[config.mk]
export PLATFORM = sky130hd
export DESIGN_NAME = pipelined_barrel_shifter_flat
export DESIGN_NICKNAME = d
export VERILOG_FILES = /design/src/rtl/pipelined_barrel_shifter_if.sv /design/src/rtl/pipelined_barrel_shifter.sv /design/src/flat_wrapper.sv
export SDC_FILE = /design/constraint.sdc
export NUM_CORES = 1
export LEC_CHECK = 0
export ABC_AREA = 1
export BUFFER_PORTS_ARGS = -buffer_cell sky130_fd_sc_hd__clkbuf_2
export CAP_MARGIN = 0
export CORE_MARGIN = 4
export CORE_UTILIZATION = 62
export CTS_BUF_LIST = sky130_fd_sc_hd__clkbuf_4
export CTS_CLUSTER_DIAMETER = 40
export DETAILED_ROUTE_END_ITERATION = 10
export PLACE_DENSITY_LB_ADDON = 0.3
export SYNTH_ARGS = -nofsm -noshare
export SYNTH_HDL_FRONTEND = slang
export SYNTH_SLANG_ARGS = --single-unit
export TNS_END_PERCENT = 20
[constraint.sdc]
create_clock -name clk -period 1.55 [get_ports clk]
set_input_delay 0.155 -clock clk [delete_from_list [all_inputs] [get_ports clk]]
set_output_delay 0.155 -clock clk [all_outputs]
set_load 0.03 [all_outputs]
[src/rtl/pipelined_barrel_shifter_if.sv]
// Operand/result handshake bundle for pipelined_barrel_shifter.
// The slave side is the shifter. The master side is the producer/consumer driving it.
interface pipelined_barrel_shifter_if #(
    parameter int WIDTH = 16
);
    localparam int LOG2W = $clog2(WIDTH);

    logic             in_valid;
    logic             in_ready;
    logic [WIDTH-1:0] in_data;
    logic [LOG2W-1:0] in_amt;
    logic [1:0]       in_mode;
    logic             out_valid;
    logic             out_ready;
    logic [WIDTH-1:0] out_data;
    logic             out_carry;

    modport slave (
        input  in_valid, in_data, in_amt, in_mode, out_ready,
        output in_ready, out_valid, out_data, out_carry
    );

    modport master (
        output in_valid, in_data, in_amt, in_mode, out_ready,
        input  in_ready, out_valid, out_data, out_carry
    );
endinterface

[src/rtl/pipelined_barrel_shifter.sv]
// Pipelined LSL/LSR/ASR/ROR barrel shifter: one registered mux level per shift-amount bit, valid/ready on both sides.
// Define BSHIFT_CARRY_EN to produce out_carry (last bit shifted out); otherwise out_carry is tied to 0.
module pipelined_barrel_shifter #(
    parameter int WIDTH = 16
) (
    input logic                       clk,
    input logic                       rst_n,
    pipelined_barrel_shifter_if.slave bus
);
    localparam int LOG2W = $clog2(WIDTH);

    typedef enum logic [1:0] {
        MODE_LSL = 2'b00,
        MODE_LSR = 2'b01,
        MODE_ASR = 2'b10,
        MODE_ROR = 2'b11
    } mode_e;

    typedef struct packed {
        logic [WIDTH-1:0] data;
        logic [LOG2W-1:0] amt;
        mode_e            mode;
        logic             sign;
`ifdef BSHIFT_CARRY_EN
        logic             carry;
`endif
    } word_t;

    // One mux level: shift by sh when active. The carry becomes the last bit this level drops.
    function automatic word_t shiftLevel(input word_t w, input logic active, input int sh);
        word_t            r;
        logic [WIDTH-1:0] fill;
        r    = w;
        fill = w.sign ? ~({WIDTH{1'b1}} >> sh) : '0;
        if (active) begin
            case (w.mode)
                MODE_LSL: r.data = w.data << sh;
                MODE_LSR: r.data = w.data >> sh;
                MODE_ASR: r.data = (w.data >> sh) | fill;
                default:  r.data = (w.data >> sh) | (w.data << (WIDTH - sh));
            endcase
`ifdef BSHIFT_CARRY_EN
            case (w.mode)
                MODE_LSL: r.carry = w.data[LOG2W'(WIDTH - sh)];
                MODE_ROR: r.carry = 1'b0;
                default:  r.carry = w.data[LOG2W'(sh - 1)];
            endcase
`endif
        end
        return r;
    endfunction

    word_t            headWord;
    word_t            stageIn  [LOG2W];
    word_t            stageOut [LOG2W];
    logic             validIn  [LOG2W];
    word_t            stage_q  [LOG2W-1];
    logic             valid_q  [LOG2W-1];
    logic [WIDTH-1:0] outData_q;
    logic             outValid_q;
    logic             stall;

    // A held result freezes the whole pipe, so nothing is accepted or overwritten.
    assign stall         = outValid_q && !bus.out_ready;
    assign bus.in_ready  = !stall;
    assign bus.out_valid = outValid_q;
    assign bus.out_data  = outData_q;

    always_comb begin
        headWord      = '0;
        headWord.data = bus.in_data;
        headWord.amt  = bus.in_amt;
        headWord.mode = mode_e'(bus.in_mode);
        headWord.sign = bus.in_data[WIDTH-1];
    end

    for (genvar k = 0; k < LOG2W; k++) begin : g_level
        localparam int SH = 1 << k;

        if (k == 0) begin : g_head
            assign stageIn[k] = headWord;
            assign validIn[k] = bus.in_valid;
        end else begin : g_chain
            assign stageIn[k] = stage_q[k-1];
            assign validIn[k] = valid_q[k-1];
        end

        assign stageOut[k] = shiftLevel(stageIn[k], stageIn[k].amt[k], SH);

        // Bubbles advance but never overwrite the stage payload.
        if (k < LOG2W - 1) begin : g_reg
            always_ff @(posedge clk or negedge rst_n) begin
                if (!rst_n) begin
                    valid_q[k] <= 1'b0;
                    stage_q[k] <= '0;
                end else if (!stall) begin
                    valid_q[k] <= validIn[k];
                    if (validIn[k]) begin
                        stage_q[k] <= stageOut[k];
                    end
                end
            end
        end
    end

    // out_data keeps the last result while the output slot is empty.
    always_ff @(posedge clk or negedge rst_n) begin
        if (!rst_n) begin
            outValid_q <= 1'b0;
            outData_q  <= '0;
        end else if (!stall) begin
            outValid_q <= validIn[LOG2W-1];
            if (validIn[LOG2W-1]) begin
                outData_q <= stageOut[LOG2W-1].data;
            end
        end
    end

`ifdef BSHIFT_CARRY_EN
    logic outCarry_q;

    always_ff @(posedge clk or negedge rst_n) begin
        if (!rst_n) begin
            outCarry_q <= 1'b0;
        end else if (!stall && validIn[LOG2W-1]) begin
            outCarry_q <= stageOut[LOG2W-1].carry;
        end
    end

    assign bus.out_carry = outCarry_q;
`else
    assign bus.out_carry = 1'b0;
`endif
endmodule

[src/flat_wrapper.sv]
// flat-port wrapper written by rule: the top's interface ports become plain ports
module pipelined_barrel_shifter_flat 
#(
    parameter int WIDTH = 16
)
  (clk, rst_n, bus_in_valid, bus_in_data, bus_in_amt, bus_in_mode, bus_out_ready, bus_in_ready, bus_out_valid, bus_out_data, bus_out_carry);
  pipelined_barrel_shifter_if #(.WIDTH(WIDTH)) bus_i ();
  input logic clk;
  input logic rst_n;
  input wire logic [$bits(bus_i.in_valid)-1:0] bus_in_valid;
  input wire logic [$bits(bus_i.in_data)-1:0] bus_in_data;
  input wire logic [$bits(bus_i.in_amt)-1:0] bus_in_amt;
  input wire logic [$bits(bus_i.in_mode)-1:0] bus_in_mode;
  input wire logic [$bits(bus_i.out_ready)-1:0] bus_out_ready;
  output wire logic [$bits(bus_i.in_ready)-1:0] bus_in_ready;
  output wire logic [$bits(bus_i.out_valid)-1:0] bus_out_valid;
  output wire logic [$bits(bus_i.out_data)-1:0] bus_out_data;
  output wire logic [$bits(bus_i.out_carry)-1:0] bus_out_carry;
  assign bus_i.in_valid = bus_in_valid;
  assign bus_i.in_data = bus_in_data;
  assign bus_i.in_amt = bus_in_amt;
  assign bus_i.in_mode = bus_in_mode;
  assign bus_i.out_ready = bus_out_ready;
  assign bus_in_ready = bus_i.in_ready;
  assign bus_out_valid = bus_i.out_valid;
  assign bus_out_data = bus_i.out_data;
  assign bus_out_carry = bus_i.out_carry;
  pipelined_barrel_shifter #(.WIDTH(WIDTH)) u_core (.clk(clk), .rst_n(rst_n), .bus(bus_i));
endmodule
==> results.sh <==
export IMPL_dr_pass1_iters=6
export IMPL_rsz0062_at_grt="false"
export IMPL_fillers=667
export IMPL_core_region_area_mm2=0.007292
export IMPL_finalHoldViolations=0
export IMPL_path_clk_slew_ps=140
export IMPL_placed_area_mm2=0.004872
export IMPL_fin_nets=742
export IMPL_cts_sinks=83
export IMPL_setup_tns_ps=0
export IMPL_fin_crit_ps=1437
export IMPL_power_total_mw=9.765
export IMPL_route_detailed_drc=0
export IMPL_crit_type="register to output port"
export IMPL_crit_path_start="u_core.bus.out_valid"
export IMPL_p_int_mw=5.160
export IMPL_drt_iter0_drc=213
export IMPL_dp_cells=798
export IMPL_syn_num_nets=706
export IMPL_fp_row_count=31
export IMPL_pwr_share_comb=0.477
export IMPL_post_cts_buffers=0
export IMPL_drv_cap=0
export IMPL_vdd_drop_max_v=0.0006227
export IMPL_ys_types=22
export IMPL_switching_share=0.4716
export IMPL_syn_inst=680
export IMPL_finish_utilization=0.6958
export IMPL_power_leakage_nw=2.760
export IMPL_reg2reg_slack_ps=220
export IMPL_die_w_um=94.90
export IMPL_final_antenna_net_count=0
export IMPL_drt_total_wl_um=9728
export IMPL_worstMarginPinSlew_ps=534.0
export IMPL_finalClockSkew_ps=15.67
export IMPL_setup_ws_ps=112.9
export IMPL_finalMaxSlewViolations=0
export IMPL_grt_ovfl_total=0
export IMPL_diodes=0
export IMPL_io_pins=45
export IMPL_wl_per_cell_um=11.86
export IMPL_synth_seq_cells=83
export IMPL_fp_dieArea_mm2=0.009006
export IMPL_seqPwrFrac=0.393
export IMPL_synth_cell_area_mm2=0.004682
export IMPL_r2r_start="u_core.stageIn[48]"
export IMPL_drive_gt1_frac=0.1262
export IMPL_initial_core_util=0.6421
export IMPL_endpoint="bus_in_ready"
export IMPL_syn_area_per_cell_um2=6.885
export IMPL_pre_cts_slack_ps=244.6
export IMPL_grtUsageTotal=0.2383
export IMPL_io_buffer_count=43
export IMPL_htreeDepth=3
export IMPL_endpoint_kind="output port"
export IMPL_fmax_ghz=0.6958
export IMPL_start_kind="register"
export IMPL_dieHeight_um=94.90
export IMPL_timing_slew_headroom=0.6440
export IMPL_cts_tree="built"
export IMPL_antenna_found_initial=0
export IMPL_place_hpwl_um=7179
export IMPL_reg2reg_to="u_core.stageIn[42]"
export IMPL_grt_max_degree=45
export IMPL_power_density_mw_per_mm2=1925
export IMPL_syn2layout_area_growth_pct=8.365
export IMPL_cts_buffers=9
export IMPL_r2r_cells=4
export IMPL_clock_path_buffers=2
export IMPL_fin_crit_sh=0.9272
export IMPL_yosysSeqAreaShare=0.4436
export IMPL_yosysWarnings=0
export IMPL_viasPerCell=5.087
export IMPL_crit_path_max_fanout=8
export IMPL_switchingPower_mw=4.605
export IMPL_cts_resized_gates=0
export IMPL_clk_latency_ps=440
export IMPL_grt_pass1_wl_um=17200
export IMPL_vias=4171
export IMPL_worst_ep_required_time_ps=1390
export IMPL_outcome="complete, no violations"
export IMPL_fin_area_mm2=0.005074
export IMPL_layout_cells_non_filler=820
export IMPL_grt_pass1_vias=3972
export IMPL_root_buffer="clkbuf_4"
export IMPL_gp_congestion=0.9328
export IMPL_ctsHoldBuffers=6
export IMPL_whs_ps=28.24
export IMPL_setup_viol=0
export IMPL_clkPwrFrac=0.130
export IMPL_worstHoldPathType="input port to register"
export IMPL_arrival_ps=1280
[cells in the final DEF, fill, tap and decap left out, types with 2 or more instances in the layout]
master	count
nor2_1	153
dfrtp_1	83
a21oi_1	36
o21ai_1	3
dlygate4sd3_1	6
nand2_1	210
nand2_4	4
buf_12	2
clkbuf_4	10
o21ai_2	4
clkinvlp_4	3
o21ai_0	16
nand2_2	2
nand3_1	59
clkbuf_2	42
a21oi_2	4
buf_4	7
inv_2	6
inv_1	62
nor2_2	2
[sequential cells by signal, summed over array words and instances (netlist names)]
| name | cells |
|---|---|
| u_core.bus.out_data | 16 |
| u_core.bus.out_valid | 1 |
| u_core.validIn | 3 |
| u_core.stageIn | 63 |
[cell usage after synthesis]
| cell | number | share of area |
|---|---|---|
| a21boi_0 | 1 | 0.0016 |
| a21oi_1 | 36 | 0.038 |
| a21oi_2 | 4 | 0.0075 |
| buf_1 | 1 | 0.00080 |
| buf_2 | 15 | 0.016 |
| buf_4 | 6 | 0.0096 |
| buf_6 | 10 | 0.024 |
| conb_1 | 1 | 0.00080 |
| dfrtp_1 | 83 | 0.44 |
| inv_1 | 62 | 0.050 |
| inv_2 | 6 | 0.0048 |
| inv_6 | 1 | 0.0019 |
| nand2_1 | 210 | 0.17 |
| nand2_2 | 2 | 0.0027 |
| nand2_4 | 4 | 0.0096 |
| nand2_8 | 1 | 0.0043 |
| nand3_1 | 59 | 0.063 |
| nor2_1 | 153 | 0.12 |
| nor2_2 | 2 | 0.0027 |
| o21ai_0 | 16 | 0.017 |
| o21ai_1 | 3 | 0.0032 |
| o21ai_2 | 4 | 0.0075 |
[kinds of logic (layout without fill, tap and decap cells)]
| logic type | count (synthesis) | after routing | synth area share |
|---|---|---|---|
| AO/OA/AOI/OAI | 64 | 64 | 0.07536 |
| buffers and inverters | 101 | 142 | 0.1069 |
| flip-flops | 83 | 83 | 0.4436 |
| other | 1 | 1 | 0.0008009 |
| AND/OR/NAND/NOR | 431 | 431 | 0.3733 |
[worst min path at each step]
stage | endpoint | from | cells after the start
floorplan | u_core.bus.out_data[0] | rst_n | 0
global route | u_core.stageIn[47] | bus_in_mode[0] | 3
global placement | u_core.bus.out_valid | rst_n | 1
CTS | u_core.stageIn[47] | bus_in_mode[0] | 3
finish | u_core.stageIn[47] | bus_in_mode[0] | 3
detailed placement | u_core.bus.out_valid | rst_n | 1
[layout make-up]
type	count	area, um^2	share of cell area
timing repair buffer	57	362.8	0.07152
clock inverter	6	66.31	0.01307
tap	99	123.9	0.02441
clock buffer	10	75.07	0.01480
multi-input combinational	496	2105	0.4148
inverter	69	264.0	0.05203
sequential	83	2077	0.4094
[metal layers]
metal / track usage / share of wire / routed length (um)
met1: 0.2853 / 0.44 / 4241
met4: 0.1118 / 0.029 / 282
met2: 0.4234 / 0.50 / 4828
met3: 0.03028 / 0.039 / 375
met5: 0 / 0 / 0
[critical path: stages (launching register included)]
cell and delay [ps]:
dfrtp_1 430, nand2_4 180, clkbuf_2 240
[power by group through the flow]
stage	sequential, mW	clock [mW]	combinational (mW)
floorplan	4.11	0	3.44
global placement	3.86	0	4.52
detailed placement	3.89	0	4.62
CTS	3.84	1.29	4.67
global route	3.96	1.37	5.37
finish	3.84	1.27	4.66
Power figures use the tool's default switching activity.
